**config.mk**
```make
export PLATFORM = sky130hd
export DESIGN_NAME = score_display
export DESIGN_NICKNAME = d
export VERILOG_FILES = /design/src/rtl/score_pkg.sv /design/src/rtl/bin2bcd_seq.sv /design/src/rtl/score_display.sv
export SDC_FILE = /design/constraint.sdc
export NUM_CORES = 1
export LEC_CHECK = 0
export BUFFER_PORTS_ARGS = -buffer_cell sky130_fd_sc_hd__buf_4
export CAP_MARGIN = 20
export CORE_UTILIZATION = 62
export DETAILED_ROUTE_END_ITERATION = 8
export GPL_TIMING_DRIVEN = 0
export HOLD_SLACK_MARGIN = 0.12
export PLACE_DENSITY = 0.85
export SETUP_SLACK_MARGIN = 0.5
export SYNTH_ARGS = -nofsm -noshare
export SYNTH_HDL_FRONTEND = slang
export SYNTH_SLANG_ARGS = --single-unit
```
**constraint.sdc**
```tcl
create_clock -name clk -period 3.95 [get_ports clk]
set_input_delay 0.1975 -clock clk [delete_from_list [all_inputs] [get_ports clk]]
set_output_delay 0.1975 -clock clk [all_outputs]
set_load 0.02 [all_outputs]
```
**src/rtl/score_pkg.sv**
```systemverilog
// score_pkg: shared types and constants for the score display slice.
//   conv_state_t  : converter FSM states (IDLE, SHIFT, DONE)
//   NUM_DIGITS    : number of BCD digits shown (5)
//   SEG_*         : active-high 7-segment patterns, bit 0 = a .. bit 6 = g
//   digit_to_seg  : BCD digit -> segment pattern (non-decimal codes blank)
package score_pkg;

  typedef enum logic [1:0] {
    IDLE,
    SHIFT,
    DONE
  } conv_state_t;

  localparam int unsigned NUM_DIGITS = 5;
  localparam int unsigned SRC_W      = 16;
  localparam int unsigned BCD_W      = 4 * NUM_DIGITS;

  localparam logic [6:0] SEG_0     = 7'h3F;
  localparam logic [6:0] SEG_1     = 7'h06;
  localparam logic [6:0] SEG_2     = 7'h5B;
  localparam logic [6:0] SEG_3     = 7'h4F;
  localparam logic [6:0] SEG_4     = 7'h66;
  localparam logic [6:0] SEG_5     = 7'h6D;
  localparam logic [6:0] SEG_6     = 7'h7D;
  localparam logic [6:0] SEG_7     = 7'h07;
  localparam logic [6:0] SEG_8     = 7'h7F;
  localparam logic [6:0] SEG_9     = 7'h6F;
  localparam logic [6:0] SEG_BLANK = 7'h00;

  function automatic logic [6:0] digit_to_seg(input logic [3:0] d);
    logic [6:0] s;
    case (d)
      4'd0:    s = SEG_0;
      4'd1:    s = SEG_1;
      4'd2:    s = SEG_2;
      4'd3:    s = SEG_3;
      4'd4:    s = SEG_4;
      4'd5:    s = SEG_5;
      4'd6:    s = SEG_6;
      4'd7:    s = SEG_7;
      4'd8:    s = SEG_8;
      4'd9:    s = SEG_9;
      default: s = SEG_BLANK;
    endcase
    return s;
  endfunction

endpackage

```
**src/rtl/bin2bcd_seq.sv**
```systemverilog
// bin2bcd_seq: sequential 16-bit binary to 5-digit BCD converter (double dabble).
//   clk   in   system clock, rising edge
//   rst   in   asynchronous active-high reset
//   start in   accepted only in IDLE; captures bin
//   bin   in   16-bit binary value
//   bcd   out  last completed result, held between conversions
//   busy  out  high during the 16 shift cycles and the DONE cycle
// Start accepted at edge N: iterations on edges N+1..N+16, bcd loads at N+17.
module bin2bcd_seq
  import score_pkg::*;
(
  input  logic             clk,
  input  logic             rst,
  input  logic             start,
  input  logic [SRC_W-1:0] bin,
  output logic [BCD_W-1:0] bcd,
  output logic             busy
);

  conv_state_t                state, state_next;
  logic [BCD_W+SRC_W-1:0]     shreg;
  logic [BCD_W+SRC_W-1:0]     shreg_adj;
  logic [3:0]                 iter;

  always_comb begin
    state_next = state;
    case (state)
      IDLE:    if (start) state_next = SHIFT;
      SHIFT:   if (iter == 4'd15) state_next = DONE;
      DONE:    state_next = IDLE;
      default: state_next = IDLE;
    endcase
  end

  // Add-3 correction on every BCD nibble before the shift.
  always_comb begin
    shreg_adj = shreg;
    for (int unsigned i = 0; i < NUM_DIGITS; i++) begin
      if (shreg[SRC_W + 4*i +: 4] >= 4'd5)
        shreg_adj[SRC_W + 4*i +: 4] = shreg[SRC_W + 4*i +: 4] + 4'd3;
    end
  end

  always_ff @(posedge clk or posedge rst) begin
    if (rst) begin
      state <= IDLE;
      shreg <= '0;
      iter  <= '0;
      bcd   <= '0;
      busy  <= 1'b0;
    end else begin
      state <= state_next;
      // Registered so busy rises one edge after the capture edge and
      // falls on the edge that publishes the result.
      busy  <= (state == SHIFT);
      case (state)
        IDLE: begin
          if (start) begin
            shreg <= {{BCD_W{1'b0}}, bin};
            iter  <= '0;
          end
        end
        SHIFT: begin
          shreg <= {shreg_adj[BCD_W+SRC_W-2:0], 1'b0};
          iter  <= iter + 4'd1;
        end
        DONE:    bcd <= shreg[BCD_W+SRC_W-1:SRC_W];
        default: ;
      endcase
    end
  end

endmodule

```
**src/rtl/score_display.sv**
```systemverilog
// score_display: converts the game score to BCD once per frame and drives a
// multiplexed 5-digit 7-segment display with leading-zero blanking.
//   clk       in   system clock, rising edge
//   rst       in   asynchronous active-high reset
//   score     in   16-bit binary score
//   game_tick in   frame pulse; starts a conversion when the converter is idle
//   game_over in   end-of-game pulse (high-score update)
//   show_hi   in   1 = convert the high score instead of score
//   bcd       out  last converted value, digit 0 in [3:0]
//   busy      out  conversion in progress
//   seg       out  active-high segments a..g on [0]..[6]
//   dig_en    out  one-hot digit enable, bit 0 = least significant digit
// Parameter SCAN_DIV: clock cycles each digit stays enabled (>= 2).
// Macro SCORE_HISCORE_EN: adds the high-score register; without it show_hi
// and game_over are ignored and score is always converted.
module score_display
  import score_pkg::*;
#(
  parameter int unsigned SCAN_DIV = 1000
) (
  input  logic                  clk,
  input  logic                  rst,
  input  logic [SRC_W-1:0]      score,
  input  logic                  game_tick,
  input  logic                  game_over,
  input  logic                  show_hi,
  output logic [BCD_W-1:0]      bcd,
  output logic                  busy,
  output logic [6:0]            seg,
  output logic [NUM_DIGITS-1:0] dig_en
);

  localparam int unsigned CNT_W = (SCAN_DIV > 1) ? $clog2(SCAN_DIV) : 1;

  logic [SRC_W-1:0] src;

`ifdef SCORE_HISCORE_EN
  logic [SRC_W-1:0] hi_score;

  always_ff @(posedge clk or posedge rst) begin
    if (rst)
      hi_score <= '0;
    else if (game_over && (score > hi_score))
      hi_score <= score;
  end

  // The converter captures on the same edge hi_score updates, so a
  // simultaneous game_over/game_tick converts the old high score.
  assign src = show_hi ? hi_score : score;
`else
  logic unused_cfg;
  assign unused_cfg = show_hi ^ game_over;
  assign src        = score;
`endif

  bin2bcd_seq u_conv (
    .clk   (clk),
    .rst   (rst),
    .start (game_tick),
    .bin   (src),
    .bcd   (bcd),
    .busy  (busy)
  );

  logic [CNT_W-1:0] scan_cnt;
  logic [2:0]       dig_idx;

  always_ff @(posedge clk or posedge rst) begin
    if (rst) begin
      scan_cnt <= '0;
      dig_idx  <= '0;
    end else if (scan_cnt == CNT_W'(SCAN_DIV - 1)) begin
      scan_cnt <= '0;
      dig_idx  <= (dig_idx == 3'(NUM_DIGITS - 1)) ? 3'd0 : dig_idx + 3'd1;
    end else begin
      scan_cnt <= scan_cnt + 1'b1;
    end
  end

  logic [2:0] msd_idx;
  logic [3:0] cur_digit;

  always_comb begin
    msd_idx   = '0;
    cur_digit = '0;
    for (int unsigned i = 1; i < NUM_DIGITS; i++) begin
      if (bcd[4*i +: 4] != 4'd0) msd_idx = 3'(i);
    end
    for (int unsigned i = 0; i < NUM_DIGITS; i++) begin
      if (dig_idx == 3'(i)) cur_digit = bcd[4*i +: 4];
    end
  end

  always_comb begin
    dig_en = '0;
    for (int unsigned i = 0; i < NUM_DIGITS; i++) begin
      if (dig_idx == 3'(i)) dig_en[i] = 1'b1;
    end
    seg = (dig_idx > msd_idx) ? SEG_BLANK : digit_to_seg(cur_digit);
  end

endmodule

```
**Word level (Yosys, flattened, before mapping)**

Memories as Yosys holds them, arrays and structs flattened.
Cells that the tools add are included.

- Flip-flop bits (word level): 76
- ROM bits: 112
- Bits of input ports: 21
- Word-level logic and storage cells: 70
- Memories: 1

- Add/sub/neg operators: 8
- Magnitude comparators: 6
- Equality and inequality tests: 10
- Multiplexer cells: 29
- Reductions and logical operators: 9

Memory list:

| memory | words | width | read ports | clocked after Yosys merged registers in | write ports | line | source |
|---|---|---|---|---|---|---|---|
| (no name shown) | 16 | 7 | 1 | 0 | 0 | score_pkg.sv:32 | `case (d)` |

Operators with widths:

| operator | count |
|---|---|
| one-hot mux 36 bit (2 select lines) | 1 |
| two-way mux 4 bit | 10 |
| two-way mux 36 bit | 1 |
| >= comparator 4 x 3 -> 1 bit, second input constant | 5 |
| adder 4 x 2 -> 4 bit, second input constant | 4 |
| nonzero test 4 bit | 4 |
| two-way mux 3 bit | 5 |
| adder 10 x 1 -> 10 bit, second input constant | 1 |
| == test 10 bit, second input constant | 1 |
| two-way mux 10 bit | 1 |
| one-hot mux 4 bit (2 select lines) | 1 |
| two-way mux 7 bit | 1 |
| == test 3 x 2 -> 1 bit, second input constant | 2 |
| two-way mux 1 bit | 6 |
| adder 4 x 1 -> 4 bit, second input constant | 1 |
| == test 4 bit, second input constant | 1 |
| two-way mux 2 bit | 2 |
| one-hot mux 2 bit (2 select lines) | 1 |
| AND reduction 2 bit | 2 |
| adder 3 x 1 -> 3 bit, second input constant | 1 |
| adder 3 x 2 -> 3 bit, second input constant | 1 |
| == test 3 x 1 -> 1 bit, second input constant | 1 |
| == test 3 bit, second input constant | 1 |
| greater-than comparator 3 bit | 1 |
| other kinds (7) | 7 |

**Longest topological paths before layout**

Gate-level depths: netlist (run 1).
An unclocked memory read counts as a cell.

- Word-level depth: 8
- Mapped depth: 11
- Depth with buffers taken out: 10

**By module**

Synthesis (run 1) repeated with hierarchy kept, for this count alone.

- Cells, all modules: 411
- Area total of the unflattened synthesis: 4172.8 um2

Modules (own cells, without submodules):

| module | times used | cells an instance | area each (um2) |
|---|---|---|---|
| bin2bcd_seq | 1 | 272 | 2955.3 |
| score_display | 1 | 139 | 1217.4 |

**Worst setup path after synthesis (run 1)**

OpenSTA, ideal clock, no wires.

- Path type: reg2out
- Start point: register dig_idx[1]
- End point: output port seg[5]
- Arrival: 2647 ps
- Required time: 3753 ps
- Path slack: 1105 ps
- Cell stages (with the launch flop): 10
- Path through: dfrtp_1 -> ha_1 -> ha_1 -> or2_2 -> a21oi_1 -> a221oi_1 -> inv_1 -> ha_1 -> or4_4 -> o21ai_0

- Longest elaborated chain between the ends: 8
- Elaborated cells on any way between the ends: 13

Ends and longest elaborated chain:

| what | line | source |
|---|---|---|
| from (decl) | score_display.sv:66 | `logic [2:0] dig_idx;` |
| from (signal assigned) | score_display.sv:74 | `dig_idx <= (dig_idx == 3'(NUM_DIGITS - 1)) ? 3'd0 : dig_idx + 3'd1;` |
| logical NOT 3 bit | score_display.sv:90 | `if (dig_idx == 3'(i)) cur_digit = bcd[4*i +: 4];` |
| two-way mux 4 bit (5 in series) | score_display.sv:90 |  |
| memory (16 x 7 bit) | - |  |
| two-way mux 7 bit * | score_display.sv:99 | `seg = (dig_idx > msd_idx) ? SEG_BLANK : digit_to_seg(cur_digit);` |
| to (decl) | score_display.sv:29 | `output logic [6:0] seg,` |

Every way passes the cells marked *; elsewhere a longest branch is shown, timed or not.

**Final worst setup path (run 1)**

- Start point: register dig_idx[0]
- End point: output port seg[6]

The elaborated chain is that of the path after synthesis.

==> PnR_summary.wiki, run 1 <==
{| class="wikitable"
! Metric !! Value
|-
| Worst hold path stage count || 5
|-
| Final global-route overflow total || 0
|-
| Number of warnings reported in the yosys synthesis log || 0
|-
| Boundary Pins || 54
|-
| Share of the clock period used by the worst path after layout || 0.820
|-
| Met2 GRT Util || 0.481
|-
| Share of the synthesized area in the top cell type || 0.466
|-
| TritonCTS Buffers || 9
|-
| Worst skew pair latency || 0.35 ns
|-
| Maximum ir drop on the vdd rail || 0.00140 V
|-
| Async SR Flop Fraction || 1.00
|-
| Proportion of layout cells with a drive suffix above 1 || 0.183
|-
| Post-layout net count || 550
|-
| Dpl cells || 567
|-
| Number of remaining DRC errors || 0
|-
| GRT Util Overall || 0.287
|-
| Largest net degree at the start of global routing || 77
|-
| First-pass iteration count of the detailed router || 4
|-
| Placeable core region || 6350 sq um
|-
| Cell taking the most area after synthesis || sky130_fd_sc_hd__dfrtp_1
|-
| Count of buffers inserted at the top-level ports || 51
|-
| First-iteration detailed-routing DRC count || 227
|-
| Synth unique cells || 47
|-
| Maximum clock frequency || 309 MHz
|-
| Final cell utilization of the core || 0.767
|-
| Filler-free cell count of the finished design || 586
|-
| Global routing's busiest layer || met2
|-
| Worst min path class || in2reg
|-
| Post-route minimum period || 3.24 ns
|-
| Number of synthesized flops with an enable pin || 0
|-
| Count of final hold-check violations || 0
|-
| First-pass GRT wire length || 15.8 mm
|-
| Category of the worst setup path launch point || register
|-
| Areal power density over the cells || 882 nW/um^2
|-
| Type of destination of the critical path || primary output
|-
| CP Data Arrival Time || 3.04 ns
|-
| Met1 track demand over resource || 0.364
|-
| Clock slew seen by the registers of the worst setup and hold paths || 0.08 ns
|-
| Starting Density || 0.643
|-
| Average wire length per cell after detail routing || 15.7 um
|-
| Die extent in x || 83.2 um
|-
| H-tree lvl count || 3
|-
| Met3 routing resource usage after global routing || 0.0537
|-
| Most used cells in the layout excluding fill and tap cells || 76 x sky130_fd_sc_hd__dfrtp_1, 61 x sky130_fd_sc_hd__o21ai_0, 59 x sky130_fd_sc_hd__nand2_1
|-
| Clk Tree Root Cell || sky130_fd_sc_hd__clkbuf_8
|-
| WL final || 9.19 mm
|-
| # rows || 29
|-
| Register area share after synthesis || 0.466
|-
| Post-Route Skew || 0.0118 ns
|-
| Area growth syn-to-layout || 19.2%
|-
| Synthesized netlist net count || 485
|-
| Hpwl dp || 6.45 mm
|-
| Category of the most critical setup path || reg2out
|-
| Leakage component of the power || 2.26 nW
|-
| Antenna violations before repair || 0
|-
| Mapped Avg Cell Area || 9.31 sq um
|-
| Number of max-cap violations || 0
|-
| Data required time at the worst endpoint || 3.75 ns
|-
| Die Span Y || 83.2 um
|-
| Cell count of the worst reg-to-reg path || 6
|-
| Average vias per placed instance || 5.82
|-
| Gate count after technology mapping || 439
|-
| Final design instance area without fill || 4870 sq um
|-
| Run status || completed
|-
| TritonCTS Sinks || 76
|-
| Total Die Area || 6920 sq um
|-
| Number of diodes added for antenna fixing || 0
|-
| Worst-path maximum fanout || 7
|-
| Clock tree from TritonCTS || yes
|-
| Syn Std Cell Area || 4090 sq um
|-
| Post-synthesis register bit count || 76
|-
| Synth top area cells || sky130_fd_sc_hd__dfrtp_1 47%, sky130_fd_sc_hd__ha_1 7.7%, sky130_fd_sc_hd__o21ai_0 7.5%
|-
| RSZ-0062 raised after global routing || false
|-
| Most common library cell in the layout ignoring fill and taps || sky130_fd_sc_hd__dfrtp_1
|-
| Total via count in the routed design || 3410
|-
| Slew of the pin with the lowest slew margin || 0.894 ns
|-
| Remaining antenna violation count || 0
|-
| Total negative slack || 0 ns
|-
| Post-detailed-placement cell area || 4570 sq um
|-
| Rel. slew slack || 0.404
|-
| Final setup fails || 0
|-
| Filler cell count || 432
|-
| Number of global-route vias before repair || 3388
|-
| Most frequently used flop master after synthesis || sky130_fd_sc_hd__dfrtp_1
|-
| Deepest clock path buffer count || 2
|-
| Count of pins over their slew limit || 0
|-
| Routability congestion estimate from global placement || 0.871
|}
per-layer routing:
| metal | wire length (um) | vias to the layer above |
|---|---|---|
| li1 | - | 1652 |
| met3 | 414 | 26 |
| met4 | 262 | 0 |
| met2 | 4570 | 86 |
| met1 | 3940 | 1646 |
| met5 | 0 | - |
power by group:
part | internal, mW | switching [mW]
clock | 0.437 | 0.290
combinational | 0.964 | 1.35
sequential | 1.02 | 0.230
state kept, by name, summed over array words and instances, names as in the netlist:
signal        flops
dig_idx           3
scan_cnt         10
u_conv.bcd       20
u_conv.busy       1
u_conv.iter       4
u_conv.shreg     36
u_conv.state      2
path summary, 6_finish.rpt:
check | start | end | slack [ns]
worst min register to register | scan_cnt[9]$_DFF_PP0_ | scan_cnt[9]$_DFF_PP0_ | 0.49
max in group asynchronous | rst | u_conv.bcd[9]$_DFFE_PP0N_ | 2.75
min in group asynchronous | rst | scan_cnt[4]$_DFF_PP0_ | 0.59
worst min-delay path | score[0] | u_conv.shreg[0]$_DFFE_PP0P_ | 0.28
worst max register to register | scan_cnt[0]$_DFF_PP0_ | dig_idx[0]$_DFFE_PP0N_ | 2.10
worst max-delay path | dig_idx[0]$_DFFE_PP0N_ | seg[6] | 0.71
cell usage after synthesis (all sizes together), types with 2 or more instances:
cell / number
and3: 6
xnor2: 7
a22o: 3
a21o: 2
o31ai: 4
clkbuf: 19
nand2b: 7
a21oi: 37
o21ai: 61
xor2: 8
nand3: 15
nor2: 18
nor4: 3
a221oi: 3
nor3b: 16
mux2i: 3
nor2b: 4
inv: 25
mux2: 10
or2: 2
nand2: 60
o32ai: 3
ha: 25
nor3: 7
o21bai: 2
dfrtp: 76
final cells by class:
cell class	count	area, sq um	area share
multi-input cells	317	2020	0.415
flip-flops and latches	76	1900	0.391
repair buffers	54	408	0.0838
clock buffers	10	138	0.0283
clock inverters	6	111	0.0229
inverters	26	100	0.0206
well taps	77	96.3	0.0198
plain buffers	20	93.8	0.0193
stage by stage:
step           total power [mW]  hold slack, ns  setup WS [ns]
3_3_place_gp               3.43           0.462          0.910
4_1_cts                    4.29           0.276          0.636
2_1_floorplan              2.72           0.445           1.11
6_report                   4.30           0.284          0.712
5_1_grt                    4.59           0.309          0.520
3_5_place_dp               3.53           0.457          0.846
worst max-delay path, cell delays in order, from the launching register on:
cell and delay (ns):
sky130_fd_sc_hd__dfrtp_1 0.38, sky130_fd_sc_hd__inv_1 0.12, sky130_fd_sc_hd__ha_1 0.30, sky130_fd_sc_hd__nand2_2 0.16, sky130_fd_sc_hd__inv_1 0.19, sky130_fd_sc_hd__a221oi_4 0.41
sky130_fd_sc_hd__inv_1 0.12, sky130_fd_sc_hd__ha_1 0.22, sky130_fd_sc_hd__or4_4 0.53, sky130_fd_sc_hd__o21ai_0 0.09, sky130_fd_sc_hd__buf_4 0.17
repair_timing:
| item | CTS | global route |
|---|---|---|
| endpoints found under the hold margin | 76 | 0 |
| setup endpoints to repair | 2 | 2 |
| gates resized for setup | 2 | 1 |
| buffers inserted | 0 | 2 |
| pin swaps | 0 | 1 |
| gates cloned | 0 | 0 |
| hold buffers | 1 | 0 |
cell families after synthesis:
family                   share of synthesized area
XOR/XNOR                                    0.0322
adder cells (fa/ha/maj)                     0.0766
AO/OA/AOI/OAI                                0.168
flip-flops                                   0.466
multiplexers                                0.0349
AND/OR/NAND/NOR                              0.176
buffers and inverters                       0.0469
Power figures use the tool's default switching activity.
==> run 2, diff against run 1 <==
--- a/config.mk
+++ b/config.mk
@@ -7,11 +7,11 @@
 export LEC_CHECK = 0
 export BUFFER_PORTS_ARGS = -buffer_cell sky130_fd_sc_hd__buf_4
 export CAP_MARGIN = 20
-export CORE_UTILIZATION = 62
+export CORE_UTILIZATION = 52
 export DETAILED_ROUTE_END_ITERATION = 8
 export GPL_TIMING_DRIVEN = 0
 export HOLD_SLACK_MARGIN = 0.12
-export PLACE_DENSITY = 0.85
+export PLACE_DENSITY = 0.76
 export SETUP_SLACK_MARGIN = 0.5
 export SYNTH_ARGS = -nofsm -noshare
 export SYNTH_HDL_FRONTEND = slang
==> constraint.sdc (replaced) <==
create_clock -name clk -period 2.8 [get_ports clk]
set_input_delay 0.14 -clock clk [delete_from_list [all_inputs] [get_ports clk]]
set_output_delay 0.14 -clock clk [all_outputs]
set_load 0.02 [all_outputs]
==> run 2 against run 1 <==
The run now ends with negative setup slack left. Die area is 19% higher. Worst setup slack worse by 0.89 ns. Final area up 9.5%. Clock power increased by 12%. Sequential share of layout area is 3.2 points lower. Via count grew 2.8%. Global-route usage shrank 4.7 points.
==> PnR_summary.wiki, run 2 (synthesized netlist as in run 1, its figures left out) <==
{| class="wikitable"
! Metric !! Value
|-
| Origin of the worst setup path || u_conv.bcd[11]$_DFFE_PP0N_
|-
| Cell family contributing the most delay on the critical path || simple AND/OR/NAND/NOR gates
|-
| First-iteration detailed-routing DRC count || 244
|-
| H-tree lvl count || 3
|-
| Leakage component of the power || 2.39 nW
|-
| Storage element area || 1910 sq um
|-
| Rel. slew slack || 0.580
|-
| Average wire length per cell after detail routing || 15.8 um
|-
| Total Power || 6.76 mW
|-
| Cell count of the worst reg-to-reg path || 4
|-
| # rows || 31
|-
| Reg-to-Reg Start || u_conv.state[0]$_DFFE_PP0P_
|-
| R2r setup slk || 0.96 ns
|-
| Average vias per placed instance || 5.57
|-
| Type of destination of the critical path || primary output
|-
| Routability congestion estimate from global placement || 0.837
|-
| Boundary Pins || 54
|-
| Total via count in the routed design || 3504
|-
| Starting Density || 0.551
|-
| Areal power density over the cells || 1270 nW/um^2
|-
| Critical Path Stages || 10
|-
| Clock slew seen by the registers of the worst setup and hold paths || 0.08 ns
|-
| Total Die Area || 8210 sq um
|-
| Crit path setup slack, layout || -0.173 ns
|-
| Clock tree from TritonCTS || yes
|-
| GRT Util Overall || 0.240
|-
| Largest net degree at the start of global routing || 64
|-
| Area growth syn-to-layout || 30.5%
|-
| RSZ-0062 raised after global routing || true
|-
| Critical Path, Cell by Cell || nor4_4 -> o41ai_1 -> a21boi_1 -> ha_1 -> nor2b_2 -> o21ai_2 -> a32oi_2 -> or4_4 -> o21ai_4 -> buf_6
|-
| Post-layout net count || 572
|-
| Number of global-route vias before repair || 3403
|-
| Remaining antenna violation count || 0
|-
| Count of final hold-check violations || 0
|-
| Slew of the pin with the lowest slew margin || 0.630 ns
|-
| Hpwl dp || 6.46 mm
|-
| Crit path max-delay cell type || sky130_fd_sc_hd__or4_4
|-
| Number of diodes added for antenna fixing || 0
|-
| Final setup fails || 5
|-
| Final global-route overflow total || 0
|-
| Most flop-heavy register || u_conv.shreg
|-
| Proportion of layout cells with a drive suffix above 1 || 0.300
|-
| First-pass iteration count of the detailed router || 4
|-
| Post-route minimum period || 2.97 ns
|-
| Category of the worst setup path launch point || register
|-
| Antenna violations before repair || 0
|-
| Worst min path class || in2reg
|-
| Run status || finished, violations left
|-
| Timing endpoint of the critical path || seg[5]
|-
| Filler cell count || 522
|-
| Pre-CTS setup slack || 0.0556 ns
|-
| CP Data Arrival Time || 2.83 ns
|-
| Die Span Y || 90.6 um
|-
| WL final || 9.96 mm
|-
| Number of remaining DRC errors || 0
|-
| CP peak stage delay || 0.58 ns
|-
| Worst-path maximum fanout || 4
|-
| Number of buffers and inverters on the critical path || 1
|-
| Deepest clock path buffer count || 2
|-
| Number of max-cap violations || 0
|-
| First-pass GRT wire length || 16.0 mm
|-
| Most used cells in the layout excluding fill and tap cells || 68 x sky130_fd_sc_hd__buf_4, 67 x sky130_fd_sc_hd__dfrtp_1, 58 x sky130_fd_sc_hd__nand2_1
|-
| Maximum ir drop on the vdd rail || 0.000871 V
|-
| Most common library cell in the layout ignoring fill and taps || sky130_fd_sc_hd__buf_4
|-
| Placeable core region || 7410 sq um
|-
| TritonCTS Sinks || 76
|-
| Violations in the final reports || negative setup slack
|-
| Category of the most critical setup path || reg2out
|-
| Worst skew pair latency || 0.33 ns
|-
| Clk Tree Root Cell || sky130_fd_sc_hd__clkbuf_8
|-
| Post-Route Skew || 0.00955 ns
|-
| Die extent in x || 90.6 um
|-
| Count of pins over their slew limit || 0
|-
| FF-to-FF End || u_conv.bcd[7]$_DFFE_PP0N_
|-
| Number of flip-flops under the largest register name || 36
|-
| Count of buffers inserted at the top-level ports || 51
|-
| Data required time at the worst endpoint || 2.66 ns
|-
| Largest registers in the final layout || u_conv.shreg: 36 flops, u_conv.bcd: 20 flops, scan_cnt: 10 flops
|-
| Maximum clock frequency || 336 MHz
|-
| Area used by multi-input combinational logic || 2270 sq um
|-
| TritonCTS Buffers || 9
|-
| Share of the clock period used by the worst path after layout || 1.06
|}
run 2: changes by cell type in the layout (fill, tap and decap cells not counted), sizes merged:
cell      delta
buf         +24
clkbuf       -2
bufinv       -2
inv          -1
clkinv       +1
clkinvlp     +1
run 2: metrics by stage:
stage                     TNS [ns]  instances  area, sq um  hold slack [ns]   util
after CTS                  -0.0839        620         5160            0.208  0.697
after floorplan                  0        439         4220            0.410      -
after detailed placement         0        590         4750           0.0803  0.641
after global placement      -11.25        589         4720            0.465  0.637
final                       -0.437        629         5330            0.220  0.720
after global routing         -1.13        629         5330            0.262  0.720
run 2: tightest hold or removal path: cells and delay by family:
family / cells / cell delay [ns]
buffers and inverters: 1 / 0.11
AO/OA/AOI/OAI: 2 / 0.18
AND/OR/NAND/NOR: 2 / 0.09
run 2: where the power goes:
group / switching, mW / leakage [nW] / internal, mW
sequential: 0.357 / 0.979 / 1.44
combinational: 2.25 / 1.31 / 1.88
clock: 0.390 / 0.0979 / 0.427
total: 3.00 / 2.39 / 3.75
run 2: cell type report:
type / instances / share of cell area
clock inverter: 5 / 0.00986
timing repair buffer: 76 / 0.117
buffer: 20 / 0.0197
inverter: 26 / 0.0204
clock buffer: 10 / 0.0258
sequential: 76 / 0.359
tap: 99 / 0.0232
multi-input combinational: 317 / 0.425
run 2: worst min path at each step:
| stage | startpoint | endpoint | slack [ns] | cells after the start |
|---|---|---|---|---|
| final | score[0] | u_conv.shreg[0]$_DFFE_PP0P_ | 0.22 | 5 |
| after global routing | score[0] | u_conv.shreg[0]$_DFFE_PP0P_ | 0.26 | 5 |
| after CTS | score[0] | u_conv.shreg[0]$_DFFE_PP0P_ | 0.21 | 5 |
| after detailed placement | rst | scan_cnt[1]$_DFF_PP0_ | 0.08 | 2 |
| after global placement | u_conv.shreg[8]$_DFFE_PP0P_ | u_conv.shreg[8]$_DFFE_PP0P_ | 0.47 | 2 |
| after floorplan | score[0] | u_conv.shreg[0]$_DFFE_PP0P_ | 0.41 | 4 |
run 2: timing repair:
| item | 4_1_cts | 5_1_grt |
|---|---|---|
| resized for setup | 28 | 23 |
| hold buffers | 1 | 0 |
| hold endpoints to repair | 76 | 0 |
| endpoints found under the setup margin | 7 | 7 |
| setup buffers | 14 | 9 |
| pin swaps | 9 | 6 |
run 2: per-layer routing:
layer | wire [um] | GRT usage | vias up
li1 | - | - | 1697
met3 | 330 | 0.0480 | 23
met4 | 171 | 0.0605 | 0
met1 | 4450 | 0.320 | 1696
met5 | 0 | 0 | -
met2 | 5000 | 0.402 | 88
